## src/rtl/dogx_power_sequencer.sv

```systemverilog
// DOGX power-up sequencer: bandgap -> front-end channels -> converter flush -> run.
// Programmer settings arrive from the SCLK domain and are resynchronised to CLK_24M here.
module dogx_power_sequencer #(
    parameter int unsigned BG_SETTLE_CYC = 24000,
    parameter int unsigned FE_SETTLE_CYC = 2400,
    parameter int unsigned FLUSH_CYC     = 64,
    parameter int unsigned CNT_W         = 16
) (
    input  logic       CLK_24M,
    input  logic       reset,
    input  logic       cfg_dreset,
    input  logic       cfg_hsnr_en,
    input  logic       cfg_hdr_en,
    output logic       bg_on,
    output logic       HSNR_EN,
    output logic       HDR_EN,
    output logic       conv_reset,
    output logic       seq_ready,
    output logic [2:0] seq_state
);

    // state   | meaning
    // OFF     | everything off, converter held in reset
    // BG_WAIT | bandgap on, reference settling
    // FE_WAIT | channels enabled, front end settling
    // FLUSH   | front end settled, converter still held in reset
    // RUN     | converter running on a settled front end
    typedef enum logic [2:0] {
        OFF     = 3'd0,
        BG_WAIT = 3'd1,
        FE_WAIT = 3'd2,
        FLUSH   = 3'd3,
        RUN     = 3'd4
    } state_e;

    localparam logic [CNT_W-1:0] BG_TC    = CNT_W'(BG_SETTLE_CYC - 1);
    localparam logic [CNT_W-1:0] FE_TC    = CNT_W'(FE_SETTLE_CYC - 1);
    localparam logic [CNT_W-1:0] FLUSH_TC = CNT_W'(FLUSH_CYC - 1);

    logic [2:0]       sync1_q;
    logic [2:0]       sync2_q;
    logic             s_dreset;
    logic             s_hsnr;
    logic             s_hdr;
    logic [1:0]       s_en;
    logic             any_en;

    state_e           state_q;
    state_e           state_d;
    logic [CNT_W-1:0] cnt_q;
    logic [CNT_W-1:0] cnt_d;
    logic [1:0]       en_lat_q;
    logic [1:0]       en_lat_d;

    logic             bg_on_q;
    logic             bg_on_d;
    logic             hsnr_q;
    logic             hsnr_d;
    logic             hdr_q;
    logic             hdr_d;
    logic             conv_reset_q;
    logic             conv_reset_d;
    logic             ready_q;
    logic             ready_d;

    // Static level settings from SCLK: a plain 2-flop synchroniser per bit is enough.
    always_ff @(posedge CLK_24M or posedge reset) begin
        if (reset) begin
            sync1_q <= '0;
            sync2_q <= '0;
        end else begin
            sync1_q <= {cfg_dreset, cfg_hsnr_en, cfg_hdr_en};
            sync2_q <= sync1_q;
        end
    end

    assign {s_dreset, s_hsnr, s_hdr} = sync2_q;
    assign s_en   = {s_hsnr, s_hdr};
    assign any_en = s_hsnr | s_hdr;

    always_comb begin
        state_d  = state_q;
        en_lat_d = en_lat_q;
        cnt_d    = '0;
        if (state_q != OFF && (s_dreset || !any_en)) begin
            state_d = OFF;
        end else begin
            case (state_q)
                OFF: begin
                    if (!s_dreset && any_en) begin
                        state_d  = BG_WAIT;
                        en_lat_d = s_en;
                    end
                end
                BG_WAIT: begin
                    // Enable changes here are picked up by the latch on exit.
                    if (cnt_q == BG_TC) begin
                        state_d  = FE_WAIT;
                        en_lat_d = s_en;
                    end else begin
                        cnt_d = cnt_q + 1'b1;
                    end
                end
                FE_WAIT: begin
                    if (s_en != en_lat_q) begin
                        en_lat_d = s_en;
                    end else if (cnt_q == FE_TC) begin
                        state_d = FLUSH;
                    end else begin
                        cnt_d = cnt_q + 1'b1;
                    end
                end
                FLUSH: begin
                    if (s_en != en_lat_q) begin
                        state_d  = FE_WAIT;
                        en_lat_d = s_en;
                    end else if (cnt_q == FLUSH_TC) begin
                        state_d = RUN;
                    end else begin
                        cnt_d = cnt_q + 1'b1;
                    end
                end
                RUN: begin
                    if (s_en != en_lat_q) begin
                        state_d  = FE_WAIT;
                        en_lat_d = s_en;
                    end
                end
                default: state_d = OFF;
            endcase
        end
    end

    // Outputs decode the next state so they move on the same edge as seq_state.
    always_comb begin
        bg_on_d      = (state_d != OFF);
        hsnr_d       = 1'b0;
        hdr_d        = 1'b0;
        conv_reset_d = 1'b1;
        ready_d      = 1'b0;
        case (state_d)
            FE_WAIT, FLUSH: begin
                {hsnr_d, hdr_d} = en_lat_d;
            end
            RUN: begin
                {hsnr_d, hdr_d} = en_lat_d;
                conv_reset_d    = 1'b0;
                ready_d         = 1'b1;
            end
            default: ;
        endcase
    end

    always_ff @(posedge CLK_24M or posedge reset) begin
        if (reset) begin
            state_q      <= OFF;
            cnt_q        <= '0;
            en_lat_q     <= '0;
            bg_on_q      <= 1'b0;
            hsnr_q       <= 1'b0;
            hdr_q        <= 1'b0;
            conv_reset_q <= 1'b1;
            ready_q      <= 1'b0;
        end else begin
            state_q      <= state_d;
            cnt_q        <= cnt_d;
            en_lat_q     <= en_lat_d;
            bg_on_q      <= bg_on_d;
            hsnr_q       <= hsnr_d;
            hdr_q        <= hdr_d;
            conv_reset_q <= conv_reset_d;
            ready_q      <= ready_d;
        end
    end

    assign bg_on      = bg_on_q;
    assign HSNR_EN    = hsnr_q;
    assign HDR_EN     = hdr_q;
    assign conv_reset = conv_reset_q;
    assign seq_ready  = ready_q;
    assign seq_state  = state_q;

endmodule

```

## config.mk

```make
export PLATFORM = sky130hd
export DESIGN_NAME = dogx_power_sequencer
export DESIGN_NICKNAME = d
export VERILOG_FILES = /design/src/rtl/dogx_power_sequencer.sv
export SDC_FILE = /design/constraint.sdc
export NUM_CORES = 1
export LEC_CHECK = 0
export BUFFER_PORTS_ARGS = -buffer_cell sky130_fd_sc_hd__buf_2
export CAP_MARGIN = 20
export CORE_MARGIN = 2
export CORE_UTILIZATION = 50
export DETAILED_ROUTE_END_ITERATION = 16
export GPL_ROUTABILITY_DRIVEN = 0
export PLACE_DENSITY = 0.71
export SLEW_MARGIN = 40
export SYNTH_ARGS = -nofsm -noshare
export SYNTH_HDL_FRONTEND = slang
export SYNTH_SLANG_ARGS = --single-unit
```

## constraint.sdc

```tcl
create_clock -name CLK_24M -period 2.55 [get_ports CLK_24M]
set_input_delay 0.255 -clock CLK_24M [delete_from_list [all_inputs] [get_ports CLK_24M]]
set_output_delay 0.255 -clock CLK_24M [all_outputs]
set_load 0.005 [all_outputs]
```

==> results of run 1 <==
[through the flow]
| stage | instances | hold slack (ns) | setup WS (ns) | utilization | power [mW] |
|---|---|---|---|---|---|
| 2_1_floorplan | 146 | 0.286 | 0.409 | - | 0.775 |
| 3_3_place_gp | 186 | 0.340 | 0.297 | 0.543 | 0.819 |
| 3_5_place_dp | 186 | 0.336 | 0.237 | 0.543 | 0.829 |
| 4_1_cts | 195 | 0.00631 | 0.214 | 0.572 | 1.21 |
| 5_1_grt | 196 | 0.00203 | 0.0698 | 0.575 | 1.26 |
| 6_report | 196 | 0.0217 | 0.218 | 0.575 | 1.19 |
[area by class of cell]
class	instances	area, um2
multi-input combinational	101	691
fill	289	1270
clock inverter	2	35.0
timing repair buffer	16	95.1
inverter	6	22.5
clock buffer	6	41.3
sequential	32	802
tap	33	41.3
[Yosys cell counts (2+ instances only)]
cell type	count
nor4_1	3
mux2_2	2
a21boi_1	3
inv_1	6
or3_1	2
nand4b_1	2
nand3_1	5
nor2_1	8
dfrtp_1	31
nor3b_1	3
o22ai_1	2
nand2_1	8
and4_1	2
xnor2_1	9
xor2_1	7
nand4_1	5
or4_4	2
nor3_1	17
[cell families after synthesis]
kind of cell               after synthesis
DFF                                     32
adders and majority gates                2
AOI/OAI and AO/OA                       15
muxes                                    2
and+or+nand+nor                         66
xor gates and xnor gates                16
buffers and inverters                   13
[worst max-delay path, cell delays in order (launching register included)]
cell	delay (ns)
dfrtp_1	0.40
ha_1	0.23
nand4_1	0.22
or4_4	0.61
a21boi_1	0.24
mux2_2	0.37
a21boi_1	0.13
[timing repair]
action,4_1_cts,5_1_grt
hold buffers,1,1
resized for setup,0,0
endpoints found under the hold margin,31,1
endpoints found under the setup margin,0,0
[power by group through the flow]
stage | combinational (mW) | sequential (mW) | clock (mW)
detailed placement | 0.242 | 0.587 | 0
CTS | 0.246 | 0.577 | 0.382
global placement | 0.236 | 0.584 | 0
floorplan | 0.196 | 0.580 | 0
global route | 0.270 | 0.581 | 0.404
finish | 0.244 | 0.576 | 0.371
[metal layers]
layer	up-vias	global-route usage	share of wire
met4	0	0.102	0.017
met5	-	0	0
met2	19	0.290	0.51
li1	554	-	-
met3	5	0.0476	0.033
met1	545	0.229	0.44
[worst max-delay path by stage]
stage | from | slack, ns | to | cells past startpoint
2_1_floorplan | cnt_q[0] | 0.41 | HDR_EN | 6
3_3_place_gp | cnt_q[0] | 0.30 | HDR_EN | 6
3_5_place_dp | cnt_q[0] | 0.24 | HDR_EN | 6
4_1_cts | cnt_q[0] | 0.21 | HDR_EN | 6
5_1_grt | cnt_q[0] | 0.07 | HDR_EN | 6
6_report | cnt_q[0] | 0.22 | HDR_EN | 6
[sequential cells by signal, indices dropped and copies added, names as in the netlist]
signal      cells
sync1_q         3
seq_state       3
sync2_q         3
cnt_q          16
en_lat_q        2
HSNR_EN         1
HDR_EN          1
bg_on           1
conv_reset      1
seq_ready       1
==> metrics.txt, run 1 <==
status finished, final reports clean; design internal power 0.844 mW; CP arrival 2.53 ns; R2R cell count 6; LEAKAGE 0.716 nW; Initial Util 0.519; I/O pin total 13; RSZ-0062 raised after global routing no; # DRC 0; Worst-Skew Late Latency 0.33 ns; Avg WL per Cell 14.5 um; Critical Path Start Type flip-flop; Yosys cell types 47; Hold Path Depth 1; post-CTS setup buffers 0; Avg Vias per Cell 5.73; core area 3000 um2; Synth area leader dfrtp_1; Yosys top cell area share 0.498; Power Density 690 nW/um2; placed wire-length estimate 2010 um; commonest non-fill, non-tap cell in the layout dfrtp_1; sw power 0.347 mW; Worst Skew 0.00581 ns; Post-Syn Nets 152; FF+latch count, synth 32; CTS max path bufs 2; vias in the first global route 1074; TritonCTS Buffers 5; Synth Area in Simple Gates 0.254; Clk network pwr share 0.312; final instance area 1730 um2; I/O Buffers 12; combinational share of power 0.205; H-Tree Depth 2; initial antenna violation count 0; most frequent cells in the layout dfrtp_1, nor3_1, buf_2; fin. max-slew vios 0; hold crit path type in -> reg; mux share of post-synthesis cell area 0.0144; layout cells sized above 1 0.202; Adder-Cell Fraction of Synth Area 0.0144; worst slew pin tran 0.532 ns; Crit. End Element flip-flop; Die Y 59.8 um; XOR/XNOR Fraction of Synth Area 0.0899; hold wc startpoint cfg_hdr_en; Setup Viol. Count Final 0; Synth Instances 146; end of the worst register-to-register path HDR_EN; Die ar. 3580 um2; final hold violations 0; nets@finish 168; Synth-to-Final Area Change 10.8%; Min-Delay Endpoint sync1_q[0]; setup TNS 0 ns; main combinational cell family by area after synthesis simple AND/OR/NAND/NOR gates; Fmax achieved 429 MHz; worst vdd ir 0.000365 V; Reg power frac 0.483; DRT iter0 DRCs 79; first-pass GRT wire length 4730 um; total track usage 0.184; Clock transition at path regs 0.10 ns; min Tclk post-route 2.33 ns; grt ovf 0; Synth Area in Compound Gates 0.0706; r2r setup slk 0.22 ns; Tcrit/Tclk final 0.914; crit-path max FO 4; DP Area 1630 um2; ys async rst share 1.00; root buffer selected by CTS clkbuf_4; maxcap violations 0; CTS tree built; prevailing post-synth register cell dfrtp_1; largest net degree at the start of global routing 33; Critical Path RT 2.75 ns; DR vias 1123; Post-synth EDFFs 0; switch share 0.291; final WL 2830 um; Crit Path Category reg -> reg; n_diodes 0; DR pass1 iterations 4; Seq/Total Area, Yosys 0.514; Post-DRT Antenna Nets 0; R2R Path Start cnt_q[0]; Rows 20; mapped cell area 1560 um2; Mean Syn Cell Area 10.7 um2; Slew headroom 0.645; clock sink count 32; Syn. warnings 0; die width 59.8 um; largest cells by area after synthesis dfrtp_1, nor3_1, xnor2_1
Note: power is estimated with default switching activity, not from simulation.
==> run 2, diff against run 1 <==
--- a/config.mk
+++ b/config.mk
@@ -11,7 +11,7 @@
 export CORE_UTILIZATION = 50
 export DETAILED_ROUTE_END_ITERATION = 16
 export GPL_ROUTABILITY_DRIVEN = 0
-export PLACE_DENSITY = 0.71
+export PLACE_DENSITY_LB_ADDON = 0.08
 export SLEW_MARGIN = 40
 export SYNTH_ARGS = -nofsm -noshare
 export SYNTH_HDL_FRONTEND = slang
==> run 2 against run 1 <==
  * Register-to-register slack about the same
  * Setup slack improved by 0.012 ns
  * Hold slack better by 0.00054 ns
  * Critical path type unchanged
  * Critical endpoint unchanged
==> metrics.txt, run 2 (same netlist as run 1, synthesis figures left out) <==
CP arrival 2.54 ns (about the same); grt ovf 0 (unchanged); placed wire-length estimate 2040 um (+1.8%); CTS tree built; Power Density 655 nW/um2 (-5.0%); Crit. End Element flip-flop; Slew headroom 0.595 (-0.0505); hold crit path type in -> reg; Top reg by flops cnt_q; clock sink count 32 (unchanged); status finished, final reports clean; DRT iter0 DRCs 74 (-6.3%); commonest non-fill, non-tap cell in the layout dfrtp_1; root buffer selected by CTS clkbuf_4; first-pass GRT wire length 5120 um (+8.3%); initial antenna violation count 0 (unchanged); Initial Util 0.519 (unchanged); Critical-path top delay cell or4_4; Setup Viol. Count Final 0 (unchanged); DR pass1 iterations 4 (unchanged); Avg Vias per Cell 5.78 (+0.91%); CTS max path bufs 2 (unchanged); Tcrit/Tclk final 0.910 (-0.00475); final WL 2950 um (+4.1%); LEAKAGE 0.716 nW (about the same); Reg power frac 0.510 (+0.027); die width 59.8 um (unchanged); Synth-to-Final Area Change 10.5%; I/O pin total 13 (unchanged); Worst-Skew Late Latency 0.34 ns (about the same); Avg WL per Cell 15.0 um (+3.6%); layout cells sized above 1 0.207 (+0.00486); R2R cell count 6 (unchanged); most frequent cells in the layout dfrtp_1, nor3_1, buf_2; total track usage 0.196 (+0.0122); max reg flops 16 (unchanged); Fmax achieved 431 MHz (+0.52%); area occupied by multi-input gates 691 um2 (unchanged); # DRC 0 (unchanged); Clock transition at path regs 0.11 ns (about the same); Crit Path Category reg -> reg; maxcap violations 0 (unchanged); H-Tree Depth 2 (unchanged); combinational share of power 0.219 (+0.014); core area 3000 um2 (unchanged); RSZ-0062 raised after global routing no; storage element area 802 um2 (unchanged); vias in the first global route 1136 (+5.8%); Clk network pwr share 0.270 (-0.042); TritonCTS Buffers 5 (unchanged); sw power 0.357 mW (+2.9%); Die Y 59.8 um (unchanged); Rows 20 (unchanged); DR vias 1139 (+1.4%); Die ar. 3580 um2 (unchanged); setup TNS 0 ns (unchanged); n_diodes 0 (unchanged); Worst Skew 0.0175 ns (+0.0117 ns); Critical Path RT 2.77 ns (+0.02 ns); final core utilization 0.574 (-0.00167); crit-path max cell delay 0.61 ns (about the same); crit-path max FO 4 (unchanged); Critical Path Start Type flip-flop; nets@finish 169 (+0.60%); cell mode on critical path a21boi_1; design internal power 0.771 mW (-8.7%); min Tclk post-route 2.32 ns (-0.0121 ns); post-CTS setup buffers 0 (unchanged); worst slew pin tran 0.607 ns (+0.0750 ns); fin. max-slew vios 0 (unchanged); switch share 0.317 (+0.0254); Post-DRT Antenna Nets 0 (unchanged); Fillers 269 (-6.9%); worst vdd ir 0.000416 V (+14%); I/O Buffers 12 (unchanged); worst path cell trace ha_1 > nand4_1 > or4_4 > a21boi_1 > mux2_2 > a21boi_1; final hold violations 0 (unchanged); Hold Path Depth 1 (unchanged); largest net degree at the start of global routing 18 (-45%)
[run 2: cell count changes in the layout (fill, tap and decap cells not counted)]
| cell | delta |
|---|---|
| clkbuf_8 | +1 |
| clkbuf_1 | -1 |
| clkinv_2 | +1 |
| dlygate4sd3_1 | +1 |
| bufinv_16 | -1 |
[run 2: final timing paths]
check / endpoint / slack (ns) / startpoint
setup / recovery: HDR_EN / 0.23 / cnt_q[0]
hold / removal: sync1_q[0] / 0.02 / cfg_hdr_en
setup reg to reg: HDR_EN / 0.23 / cnt_q[0]
hold reg to reg: sync2_q[1] / 0.36 / sync1_q[1]
max in group asynchronous: cnt_q[8] / 1.37 / reset
min in group asynchronous: HDR_EN / 0.52 / reset
[run 2: per-stage QoR]
step / instances / setup WS (ns) / power (mW) / cell area, um2 / hold slack, ns
2_1_floorplan: 146 / 0.409 / 0.775 / 1560 / 0.286
3_3_place_gp: 186 / 0.328 / 0.821 / 1630 / 0.334
3_5_place_dp: 186 / 0.225 / 0.829 / 1630 / 0.335
4_1_cts: 195 / 0.230 / 1.14 / 1700 / 0.00137
5_1_grt: 197 / 0.0799 / 1.19 / 1720 / 0.00334
6_report: 197 / 0.230 / 1.13 / 1720 / 0.0222
[run 2: area by class of cell]
type | count | share of cell area
Multi-Input combinational cell | 101 | 0.401
Timing Repair Buffer | 17 | 0.0610
Clock buffer | 6 | 0.0298
Tap cell | 33 | 0.0240
Sequential cell | 32 | 0.466
Clock inverter | 2 | 0.00581
Inverter | 6 | 0.0131
[run 2: timing repair]
action                                 in CTS  in global routing
endpoints found under the hold margin      15                  2
hold buffers                                1                  2
resized for setup                           0                  0
[run 2: critical path, delay by kind of cell (launching register included)]
family                     cells  cell delay, ns
and+or+nand+nor                2            0.83
DFF                            1            0.39
AOI/OAI and AO/OA              2            0.38
muxes                          1            0.38
adders and majority gates      1            0.24
[run 2: power groups by stage]
stage / clock, mW / sequential, mW / combinational [mW]
3_3_place_gp: 0 / 0.583 / 0.239
4_1_cts: 0.318 / 0.575 / 0.245
6_report: 0.305 / 0.576 / 0.248
5_1_grt: 0.339 / 0.582 / 0.271
3_5_place_dp: 0 / 0.586 / 0.244
2_1_floorplan: 0 / 0.580 / 0.196
[run 2: layer usage]
| layer | part of all wire | wire, um | vias to the layer above | global-route usage |
|---|---|---|---|---|
| li1 | - | - | 553 | - |
| met1 | 0.48 | 1430 | 560 | 0.269 |
| met2 | 0.46 | 1360 | 20 | 0.280 |
| met3 | 0.035 | 103 | 6 | 0.0671 |
| met4 | 0.018 | 53 | 0 | 0.0889 |
| met5 | 0 | 0 | - | 0 |
==> run 3, diff against run 2 <==
--- a/config.mk
+++ b/config.mk
@@ -5,9 +5,9 @@
 export SDC_FILE = /design/constraint.sdc
 export NUM_CORES = 1
 export LEC_CHECK = 0
-export BUFFER_PORTS_ARGS = -buffer_cell sky130_fd_sc_hd__buf_2
+export BUFFER_PORTS_ARGS = -buffer_cell sky130_fd_sc_hd__buf_4
 export CAP_MARGIN = 20
-export CORE_MARGIN = 2
+export CORE_MARGIN = 1.5
 export CORE_UTILIZATION = 50
 export DETAILED_ROUTE_END_ITERATION = 16
 export GPL_ROUTABILITY_DRIVEN = 0
==> run 3 against run 2 <==
  * Clock power rose by 26%
  * Combinational power is 2% higher
  * Global-route usage rose by 0.33 points
  * Critical path type unchanged
==> metrics.txt, run 3 (same netlist as run 1, synthesis figures left out) <==
status finished, final reports clean; die width 58.8 um (-1.7%); min Tclk post-route 2.26 ns (-0.0638 ns); placed wire-length estimate 1950 um (-4.7%); # DRC 0 (unchanged); Crit. End Element flip-flop; setup TNS 0 ns (unchanged); Worst Skew 0.0148 ns (-0.00264 ns); Tcrit/Tclk final 0.885 (-0.0250); total track usage 0.200 (+0.00325); Die Y 58.8 um (-1.7%); n_diodes 0 (unchanged); Initial Util 0.519 (unchanged); CTS max path bufs 2 (unchanged); Crit Path Category reg -> reg; Fmax achieved 443 MHz (+2.8%); core area 3000 um2 (unchanged); Hold Path Depth 0 (-1); clock sink count 32 (unchanged); H-Tree Depth 2 (unchanged); Avg Vias per Cell 5.66 (-2.2%); worst slew pin tran 0.514 ns (-0.0934 ns); crit-path max cell delay 0.60 ns (about the same); end of the worst register-to-register path HDR_EN; nets@finish 170 (+0.59%); worst vdd ir 0.000321 V (-23%); first-pass GRT wire length 5000 um (-2.4%); storage element area 802 um2 (unchanged); CP arrival 2.49 ns (-0.05 ns); R2R cell count 6 (unchanged); cell mode on critical path a21boi_1; layout cells sized above 1 0.200 (-0.00732); DR pass1 iterations 4 (unchanged); largest net degree at the start of global routing 33 (+15); I/O pin total 13 (unchanged); Fillers 264 (-1.9%); Post-CTS Hold Fix Bufs 1 (unchanged); Worst-Skew Late Latency 0.35 ns (about the same); Avg WL per Cell 14.7 um (-1.9%); LEAKAGE 0.730 nW (+2.0%); final hold violations 0 (unchanged); met1 Use GR 0.271 (+0.00261); vias in the first global route 1108 (-2.5%); met3 usage 0.0527 (-0.0144); Clock transition at path regs 0.11 ns (about the same); fin. max-slew vios 0 (unchanged); Critical Path Start Type flip-flop; Critical-path top delay cell or4_4; Power Density 683 nW/um2 (+4.3%); setup slack after layout 0.294 ns (+0.0638 ns); r2r setup slk 0.29 ns (+0.06 ns); max reg flops 16 (unchanged); crit-path max FO 4 (unchanged); RSZ-0062 raised after global routing no; final WL 2910 um (-1.4%); DRT iter0 DRCs 45 (-39%); worst path cell trace ha_1 > nand4_1 > or4_4 > a21boi_1 > mux2_2 > a21boi_1; maxcap violations 0 (unchanged); DR vias 1120 (-1.7%); Synth-to-Final Area Change 14.0%; Critical Path RT 2.78 ns (about the same); Slew headroom 0.657 (+0.0627); hold crit path type reg -> reg; # resized after CTS 0 (unchanged); TritonCTS Buffers 5 (unchanged); root buffer selected by CTS clkbuf_4; GR Util met2 0.270 (-0.00966); Worst Setup SP cnt_q[0]; initial antenna violation count 0 (unchanged); commonest non-fill, non-tap cell in the layout dfrtp_1; most frequent cells in the layout dfrtp_1, nor3_1, buf_4; Setup Viol. Count Final 0 (unchanged); post-CTS setup buffers 0 (unchanged); Setup WS pre-CTS 0.270 ns (+0.0453 ns); R2R Path Start cnt_q[0]; Min-Delay Endpoint sync2_q[2]; I/O Buffers 12 (unchanged); Rows 20 (unchanged); Top reg by flops cnt_q; Die ar. 3460 um2 (-3.3%); Post-DRT Antenna Nets 0 (unchanged); hold wc startpoint sync1_q[2]; CTS tree built; area occupied by multi-input gates 691 um2 (unchanged); most used routing layer in global routing met1; grt ovf 0 (unchanged)
-- run 3: power breakdown --
group | internal [mW] | switching (mW) | total (mW) | leakage, nW
clock | 0.205 | 0.180 | 0.385 | 0.0422
combinational | 0.107 | 0.146 | 0.253 | 0.267
sequential | 0.541 | 0.0351 | 0.576 | 0.421
-- run 3: per-stage QoR --
stage | hold slack, ns | util | total power, mW | instances | area (um2)
after detailed placement | 0.338 | 0.553 | 0.835 | 186 | 1660
after global placement | 0.333 | 0.553 | 0.828 | 186 | 1660
after global routing | 0.366 | 0.592 | 1.28 | 198 | 1780
final | 0.349 | 0.592 | 1.21 | 198 | 1780
after CTS | 0.00272 | 0.582 | 1.22 | 195 | 1750
after floorplan | 0.286 | - | 0.775 | 146 | 1560
-- run 3: layer usage --
metal / part of all wire / vias up
met3: 0.026 / 7
met1: 0.50 / 539
met2: 0.45 / 13
li1: - / 561
met5: 0 / -
met4: 0.024 / 0
-- run 3: worst max-delay path by stage --
stage          endpoint  slack [ns]  depth (start not counted)
2_1_floorplan    HDR_EN        0.41                          6
3_5_place_dp     HDR_EN        0.27                          6
6_report         HDR_EN        0.29                          6
3_3_place_gp     HDR_EN        0.33                          6
4_1_cts          HDR_EN        0.27                          6
5_1_grt          HDR_EN        0.11                          6
-- run 3: critical path: cells and delay by family, from the launching register on --
family | cells | cell delay (ns)
DFF | 1 | 0.39
adders and majority gates | 1 | 0.24
and+or+nand+nor | 2 | 0.81
AOI/OAI and AO/OA | 2 | 0.35
muxes | 1 | 0.37
-- run 3: area by class of cell --
type / instances / area share
Sequential cell: 32 / 0.451
Tap cell: 33 / 0.0232
Clock inverter: 2 / 0.0197
Multi-Input combinational cell: 101 / 0.388
Timing Repair Buffer: 18 / 0.0816
Inverter: 6 / 0.0127
Clock buffer: 6 / 0.0232
